<file path="src/rtl/port_skid_bank.sv">
// port_skid_bank: multi-lane registered valid/ready bridge.
// Each lane has a 2-entry skid buffer, reset default and optional inversion.
module port_skid_bank #(
  parameter int                  WIDTH       = 8,
  parameter int                  CHANNELS    = 2,
  parameter logic [WIDTH-1:0]    RESET_VALUE = '0,
  parameter logic [CHANNELS-1:0] INVERT      = '0
) (
  input  logic                      clk,
  input  logic                      rst,
  input  logic [CHANNELS-1:0]       in_valid,
  output logic [CHANNELS-1:0]       in_ready,
  input  logic [CHANNELS*WIDTH-1:0] in_data,
  output logic [CHANNELS-1:0]       out_valid,
  input  logic [CHANNELS-1:0]       out_ready,
  output logic [CHANNELS*WIDTH-1:0] out_data,
  output logic [2*CHANNELS-1:0]     occupancy
);

  typedef enum logic [1:0] {
    EMPTY = 2'd0,
    ONE   = 2'd1,
    FULL  = 2'd2
  } state_t;

  for (genvar c = 0; c < CHANNELS; c++) begin : g_lane
    state_t           state_q;
    state_t           state_d;
    logic [WIDTH-1:0] main_q;
    logic [WIDTH-1:0] main_d;
    logic [WIDTH-1:0] skid_q;
    logic [WIDTH-1:0] skid_d;
    logic [WIDTH-1:0] cap;
    logic             push;
    logic             pop;

    assign cap  = in_data[c*WIDTH +: WIDTH] ^ {WIDTH{INVERT[c]}};
    assign push = in_valid[c] & (state_q != FULL);
    assign pop  = out_ready[c] & (state_q != EMPTY);

    assign in_ready[c]             = (state_q != FULL);
    assign out_valid[c]            = (state_q != EMPTY);
    assign out_data[c*WIDTH +: WIDTH] = main_q;
    assign occupancy[2*c +: 2]     = state_q;

    // next-state and register updates for one lane
    always_comb begin
      state_d = state_q;
      main_d  = main_q;
      skid_d  = skid_q;
      case (state_q)
        EMPTY: begin
          if (push) begin
            state_d = ONE;
            main_d  = cap;
          end
        end
        ONE: begin
          if (push && pop) begin
            main_d = cap;
          end else if (push) begin
            state_d = FULL;
            skid_d  = cap;
          end else if (pop) begin
            state_d = EMPTY;
          end
        end
        FULL: begin
          if (pop) begin
            state_d = ONE;
            main_d  = skid_q;
          end
        end
        default: state_d = EMPTY;
      endcase
    end

    // lane state, head and spill registers
    always_ff @(posedge clk) begin
      if (rst) begin
        state_q <= EMPTY;
        main_q  <= RESET_VALUE;
        skid_q  <= RESET_VALUE;
      end else begin
        state_q <= state_d;
        main_q  <= main_d;
        skid_q  <= skid_d;
      end
    end
  end

endmodule

</file>
<file path="config.mk">
export PLATFORM = sky130hd
export DESIGN_NAME = port_skid_bank
export DESIGN_NICKNAME = d
export VERILOG_FILES = /design/src/rtl/port_skid_bank.sv
export SDC_FILE = /design/constraint.sdc
export NUM_CORES = 1
export LEC_CHECK = 0
export ABC_AREA = 1
export CORE_MARGIN = 3
export CORE_UTILIZATION = 43
export DETAILED_ROUTE_END_ITERATION = 6
export PLACE_DENSITY_LB_ADDON = 0.3
export SKIP_CTS_REPAIR_TIMING = 1
export SYNTH_ARGS = -nofsm -noshare
export SYNTH_HDL_FRONTEND = slang
export SYNTH_SLANG_ARGS = --single-unit
</file>
<file path="constraint.sdc">
create_clock -name clk -period 1.1 [get_ports clk]
set_input_delay 0.11 -clock clk [delete_from_list [all_inputs] [get_ports clk]]
set_output_delay 0.11 -clock clk [all_outputs]
set_load 0.02 [all_outputs]
</file>
# After elaboration in Yosys (flattened, before gate mapping)
# Index checks and enable logic that the tools add are counted.
# W data, S select, Z words.
# op_classes
n_mux,20
div_mod_pow,0
n_addsub,0
n_mul,0
bitwise_logic,6
n_eq_ne,16
reduce_logical,14
magnitude_cmp,0
shift,0
# ops
operator,n
$mux W8,6
$pmux W8 S3,2
$mux W2,10
$ne A2 B2 Y1 const B,10
$reduce_and A4 Y1,4
$pmux W2 S3,2
$ne A3 B3 Y1 const B,2
$reduce_and A3 Y1,2
$reduce_bool A3 Y1,2
$and A1 B1 Y1,4
$eq A2 B1 Y1 const B,2
$eq A2 B2 Y1 const B,2
$logic_not A2 Y1,2
$reduce_bool A2 Y1,2
$logic_and A1 B1 Y1,2
$not A1 Y1,2
# totals
register_bits,36
n_memories,0
wordCells,62
output_inout_bits,24
rom_bits,0
mem_bits_rw,0
latch_bits,0
input_bits,22

# Depth between registers and ports, before layout
# Gate-level depths: netlist of the first run.
# depth
word_depth,6
ltp_mapped,9
mapped_depth_nobuf,8

# Worst setup path before layout of the first run
# OpenSTA, ideal clock, no wires.
# synth_path
path_type,reg-to-reg
startpoint,reg g_lane[1].state_q[1]
endpoint,reg g_lane[1].main_q[4]
n_path_buf,1
synth_period_minus_slack_ns,1.344
path_stages_with_launch,9
t_required_ns,0.986
t_arrival_ns,1.230
setup_time_ns,0.114
slack_ns,-0.244
cell_sequence,dfxtp_1 buf_4 nand2_2 nand2_1 nand2_1 inv_1 nand3_1 nand2_1 nor2_2
# synth_via
elab_chain_cells,5
word_cells_on_any_way,14
cone_classes,eq/ne (6); mux (1); bitwise (2); reduce/logical (5)
# synth_rtl
item,line_no,text
"start, declared",27,state_t state_q;
"start signal, assigned",85,state_q <= state_d;
$ne A2 B2 Y1 *,--,
net in_ready[1],12,"output logic [CHANNELS-1:0] in_ready,"
$and A1 B1 Y1 *,38,assign push = in_valid[c] & (state_q != FULL);
$logic_and A1 B1 Y1,59,if (push && pop) begin
$ne A2 B2 Y1 (no line),--,
$reduce_and A4 Y1 (no line) *,--,
"end signal, assigned",86,main_q <= main_d;
"end, declared",29,logic [WIDTH-1:0] main_q;
# The timed path passes the listed nets; every way through them passes the cells marked *.
# A chain may end at the register's enable or synchronous reset.

# Worst setup path in the final report of the first run
# layout_path
startpoint,reg g_lane[1].state_q[0]
endpoint,out in_ready[1]
# layout_via
elab_chain_cells,1
# layout_rtl
item,line_no,text
$ne A2 B2 Y1,41,assign in_ready[c] = (state_q != FULL);
"end, declared",12,
# No other way between the ends.

==> run metrics, run 1 <==
GP Congestion=0.860; Root Buffer=clkbuf_8; Final Hold Vio Count=0; # DRC=0; First DRT Iteration DRCs=86; die area=0.00472 mm²; Tcrit/Tclk final=1.15; CORE AREA=0.00372 mm²; share of layout cells above drive strength 1=0.317; mean post-synth cell area=6.61 µm²; Peak VDD IR=0.787 mV; clock network power share=0.265; io pins=46; chip height=68.7 µm; Worst Tran Pin Value=0.316 ns; endpoints failing setup=37; Via density=4.78; multiplexer share of the synthesized area=0; crit end category=output port; initial antenna violation count=0; Routed WL=4.47 mm; main combinational cell family by area after synthesis=simple AND/OR/NAND/NOR gates; top cell type's share of synthesized area=0.426; Mapped Cells=256; pre-CTS WS=-0.325 ns; Primary FF master, synth=dfxtp_1; synth cell count leaders=nor2_1, nand2_1, dfxtp_1; I/O Buffers=45; post-layout net count=347; P_int=2.27 mW; vias in the first global route=1433; drt wl/cell=12.0 µm; CTS buffer count=5; count leader, synth=nor2_1; hold_ws=0.445 ns; CP required=0.99 ns; number of synthesized flops with an enable pin=0; Simple-Gate Fraction of Synth Area=0.337; synthesis warning total=0; syn_nets=278; Placement Cell Area=0.00237 mm²; Synth area leaders=dfxtp_1, nor2_1, nand2_1; worst relative slew slack=0.789; crit path kind=flip-flop to output port; status=finished with violations; via count=1784; Adder-Cell Fraction of Synth Area=0; deepest clock path buffer count=2; Clk Latency, worst-skew pair=0.28 ns; TritonCTS clock tree=done; Worst Path Max Fanout=4; first-pass GRT wire length=6.13 mm; 1st-pass router iterations=4; pins over their slew limit=0; flops & latches, synth=36; num rows=22; MaxCap Viol Count=0; post-route ant nets=0; largest net degree at the start of global routing=33; Filler cells=279; Flop pwr share=0.447; post-DP HPWL=2.75 mm; ant diodes=0; RSZ-0062 raised after global routing=yes; Initial Util=0.455; fin crit period=1.27 ns; synthesized area=0.00169 mm²; sequential share of the synthesized area=0.426; CP startpoint kind=flip-flop; xor and xnor area share after synthesis=0; worst path arrival time=1.16 ns; hold_sp=g_lane[0].skid_q[3]$_SDFFE_PP0P_; Comb pwr share=0.289; Tot GR Track Use=0.170; P per Cell Area=1190 mW/mm²; skew final=0.00218 ns; Clock Sinks=36; Finished Core Util=0.741; switch share=0.308; async set-reset flop share out of synthesis=0; gr ovfl total=0; Switching Power=1.01 mW; complex-gate fraction of the synthesized area=0.118; Leak=1.50 nW; cell taking the most area after synthesis=dfxtp_1; Setup WS post-layout=-0.165 ns; failing checks=negative setup slack; min-delay worst type=flip-flop to flip-flop; Layout area overhead=62.7%; H-tree depth=2; Post-Layout Inst Area=0.00275 mm²; Die W=68.7 µm; Crit. Startpoint=g_lane[1].state_q[0]$_SDFFE_PP0P_; Synth cell types=22; clock transition at the registers of the reported paths=0.07 ns; reg2reg start=g_lane[1].state_q[0]$_SDFFE_PP0P_; fmax=790 MHz
metrics by stage:
step                instances  setup TNS, ns  power [mW]
floorplan                 256         -0.353        1.94
global placement          361          -7.98        2.28
detailed placement        361          -8.56        2.30
CTS                       368          -9.15        3.15
global route              373          -5.81        3.44
finish                    373          -2.89        3.27
power groups by stage:
stage	logic [mW]	registers (mW)	clock network [mW]
finish	0.945	1.46	0.866
global route	1.03	1.47	0.934
CTS	0.810	1.46	0.878
detailed placement	0.806	1.49	0
global placement	0.798	1.49	0
floorplan	0.369	1.57	0
per-layer routing:
layer	wire, µm	global-route usage
met1	1970	0.242
met2	2200	0.257
met3	262	0.0405
met4	36	0.0438
met5	0	0
cells by family (layout without fill, tap and decap cells):
logic type | Yosys count | in the layout
compound gates | 37 | 38
buf+inv | 46 | 114
flops | 36 | 36
simple gates | 137 | 137
cells in the final DEF (no fill, tap or decap), drive strengths merged, types with 2 or more instances in the layout:
cell type,netlist,routed
clkbuf,2,8
nand2,56,56
nor2,56,56
nand3,22,22
a21oi,11,11
dlymetal6s2s,0,21
buf,8,28
clkinv,1,2
dfxtp,36,36
inv,35,34
o21ai,26,27
clkdlybuf4s50,0,20
flip-flops by register name (all words and copies together) (netlist names):
signal	count
g_lane.main_q	16
g_lane.skid_q	16
g_lane.state_q	4
worst max-delay path, cell delays in order (launching register included):
cell and delay [ns]:
dfxtp_4 0.36, clkinvlp_4 0.17, nand2_4 0.12, dlymetal6s2s_1 0.23
layout make-up:
cell class	count	area [µm²]	area share
Clock buffer	6	72.6	0.0264
Clock inverter	1	5.00	0.00182
Inverter	36	140	0.0509
Multi-Input combinational cell	175	1000	0.363
Sequential cell	36	736	0.267
Tap cell	48	60.1	0.0218
Timing Repair Buffer	71	739	0.269
worst paths after layout:
kind | depth (start not counted) | slack (ns) | to
max | 3 | -0.17 | in_ready[1]
min | 2 | 0.44 | g_lane[0].skid_q[3]$_SDFFE_PP0P_
max reg2reg | 6 | -0.14 | g_lane[1].skid_q[3]$_SDFFE_PP0P_
min reg2reg | 2 | 0.44 | g_lane[0].skid_q[3]$_SDFFE_PP0P_
Note: power is estimated with default switching activity, not from simulation.
==> run 2: changes to the inputs <==
--- a/config.mk
+++ b/config.mk
@@ -6,7 +6,7 @@
 export NUM_CORES = 1
 export LEC_CHECK = 0
 export ABC_AREA = 1
-export CORE_MARGIN = 3
+export CORE_MARGIN = 2
 export CORE_UTILIZATION = 43
 export DETAILED_ROUTE_END_ITERATION = 6
 export PLACE_DENSITY_LB_ADDON = 0.3
==> run 2 against run 1 <==
Compared with the run above: the run still ends with negative setup slack left; wire length up 4.3%; power is 5.5% higher; first-iteration DRC count increased by 17%; count of clock-buffer cells in the layout is the same; fmax fell by 1.4%; critical path type unchanged; largest cell class unchanged.
==> run metrics, run 2 (synthesized netlist as in run 1, its figures left out) <==
Initial Util=0.455 (unchanged); via count=1829 (+2.5%); RSZ-0062 raised after global routing=yes; skew final=0.00360 ns (+0.00142 ns); post-DP HPWL=2.79 mm (+1.4%); hold_sp=out_ready[0]; largest net degree at the start of global routing=33 (unchanged); num rows=22 (unchanged); fmax=779 MHz (-1.4%); 1st-pass router iterations=4 (unchanged); chip height=66.7 µm (-2.9%); register area=736 µm² (unchanged); crit end category=output port; Final Hold Vio Count=0 (unchanged); drt wl/cell=12.2 µm (+1.6%); CP startpoint kind=flip-flop; endpoints failing setup=38 (+2.7%); setup TNS=-3.76 ns (-0.867 ns); P per Cell Area=1250 mW/mm² (+5.0%); Root Buffer=clkbuf_8; worst reg2reg path depth=9 (+3); H-tree depth=2 (unchanged); Via density=4.78 (-0.15%); final std cells w/o fill=383 (+2.7%); share of layout cells above drive strength 1=0.278 (-0.0393); initial antenna violation count=0 (unchanged); Tot GR Track Use=0.192 (+0.0220); Worst R2R End=g_lane[1].main_q[7]$_SDFFE_PP0P_; Clk Latency, worst-skew pair=0.29 ns (about the same); crit path kind=flip-flop to output port; worst path arrival time=1.17 ns (about the same); CORE AREA=0.00372 mm² (unchanged); ant diodes=0 (unchanged); MaxCap Viol Count=0 (unchanged); reg2reg setup slack=-0.18 ns (-0.04 ns); Worst Path Max Fanout=4 (unchanged); post-layout net count=356 (+2.6%); deepest clock path buffer count=2 (unchanged); clock transition at the registers of the reported paths=0.08 ns (about the same); dpl cells=363 (+0.55%); io pins=46 (unchanged); Leak=1.53 nW (+1.6%); post-route ant nets=0 (unchanged); die area=0.00445 mm² (-5.7%); Hold Crit Depth=4 (+2); # DRC=0 (unchanged); Routed WL=4.67 mm (+4.3%); reg2reg start=g_lane[1].state_q[0]$_SDFFE_PP0P_; Tcrit/Tclk final=1.17 (+0.0162); most frequent cells in the layout=nor2_1, nand2_1, dfxtp_1; first-pass GRT wire length=6.51 mm (+6.2%); Layout area overhead=63.5%; First DRT Iteration DRCs=101 (+17%); hold endpoint=g_lane[0].main_q[3]$_SDFFE_PP0P_; I/O Buffers=45 (unchanged); Clock Sinks=36 (unchanged); Post-Layout Inst Area=0.00277 mm² (+0.45%); worst relative slew slack=0.795 (+0.00621); pins over their slew limit=0 (unchanged); TritonCTS clock tree=done; failing checks=negative setup slack; Regs by FF count=g_lane.main_q (16), g_lane.skid_q (16), g_lane.state_q (4); Die W=66.7 µm (-2.9%); status=finished with violations; area of the multi-input gates=921 µm² (-7.9%); Worst Tran Pin Value=0.307 ns (-0.00930 ns); Filler cells=291 (+4.3%); CP required=0.99 ns (about the same); Placement Cell Area=0.00238 mm² (+0.63%); vias in the first global route=1527 (+6.6%); gr ovfl total=0 (unchanged); fin crit period=1.28 ns (+0.0178 ns); Setup WS post-layout=-0.183 ns (-0.0178 ns); min-delay worst type=input port to flip-flop; Peak VDD IR=0.651 mV (-17%); hold_ws=0.398 ns (-0.0461 ns); CTS buffer count=5 (unchanged); GP Congestion=0.822 (-4.5%)
## run 2: cell count changes in the layout (fill, tap and decap cells not counted), sizes merged
cell and change:
inv +1, clkbuf +1, dlymetal6s2s -2, buf +10
## run 2: through the flow
| stage | util | total power, mW | setup slack [ns] |
|---|---|---|---|
| 2_1_floorplan | - | 1.94 | -0.0478 |
| 3_3_place_gp | 0.641 | 2.29 | -0.307 |
| 3_5_place_dp | 0.641 | 2.30 | -0.322 |
| 4_1_cts | 0.669 | 3.36 | -0.457 |
| 5_1_grt | 0.744 | 3.62 | -0.259 |
| 6_report | 0.744 | 3.45 | -0.183 |
## run 2: area by class of cell
cell class,instances,share of cell area
Timing Repair Buffer,80,0.290
Inverter,36,0.0507
Tap cell,48,0.0217
Sequential cell,36,0.266
Multi-Input combinational cell,175,0.333
Clock buffer,6,0.0339
Clock inverter,2,0.00407
## run 2: worst max path at each step
stage	from	slack, ns	cells after the start	endpoint
5_1_grt	g_lane[1].state_q[0]$_SDFFE_PP0P_	-0.26	9	g_lane[1].main_q[7]$_SDFFE_PP0P_
4_1_cts	g_lane[1].state_q[1]$_SDFFE_PP0P_	-0.46	3	out_valid[1]
3_3_place_gp	out_ready[1]	-0.31	8	g_lane[1].main_q[4]$_SDFFE_PP0P_
3_5_place_dp	out_ready[1]	-0.32	8	g_lane[1].main_q[7]$_SDFFE_PP0P_
2_1_floorplan	g_lane[0].state_q[1]$_SDFFE_PP0P_	-0.05	6	g_lane[0].skid_q[5]$_SDFFE_PP0P_
6_report	g_lane[0].state_q[1]$_SDFFE_PP0P_	-0.18	4	out_valid[0]
## run 2: power by group
group / internal, mW / total (mW) / switching (mW)
sequential: 1.40 / 1.46 / 0.0578
combinational: 0.427 / 0.918 / 0.491
clock: 0.581 / 1.08 / 0.497
## run 2: layer usage
layer  wire [µm]  up-vias  global-route usage
met2        2210       58               0.308
met5           0        -                   0
met1        2040      804               0.257
met4         138        0              0.0689
met3         275       15              0.0355
li1            -      952                   -
## run 2: critical path, cell delays in order, from the launching register on
cell and delay [ns]:
dfxtp_4 0.37, buf_6 0.12, nor2_4 0.22, inv_2 0.05
buf_6 0.13
==> run 3: changes to the inputs <==
--- a/config.mk
+++ b/config.mk
@@ -9,6 +9,7 @@
 export CORE_MARGIN = 2
 export CORE_UTILIZATION = 43
 export DETAILED_ROUTE_END_ITERATION = 6
+export HOLD_SLACK_MARGIN = 0.08
 export PLACE_DENSITY_LB_ADDON = 0.3
 export SKIP_CTS_REPAIR_TIMING = 1
 export SYNTH_ARGS = -nofsm -noshare
==> results of run 3 <==
Same layout as run 2: the final DEF is identical, and so are final timing and power.
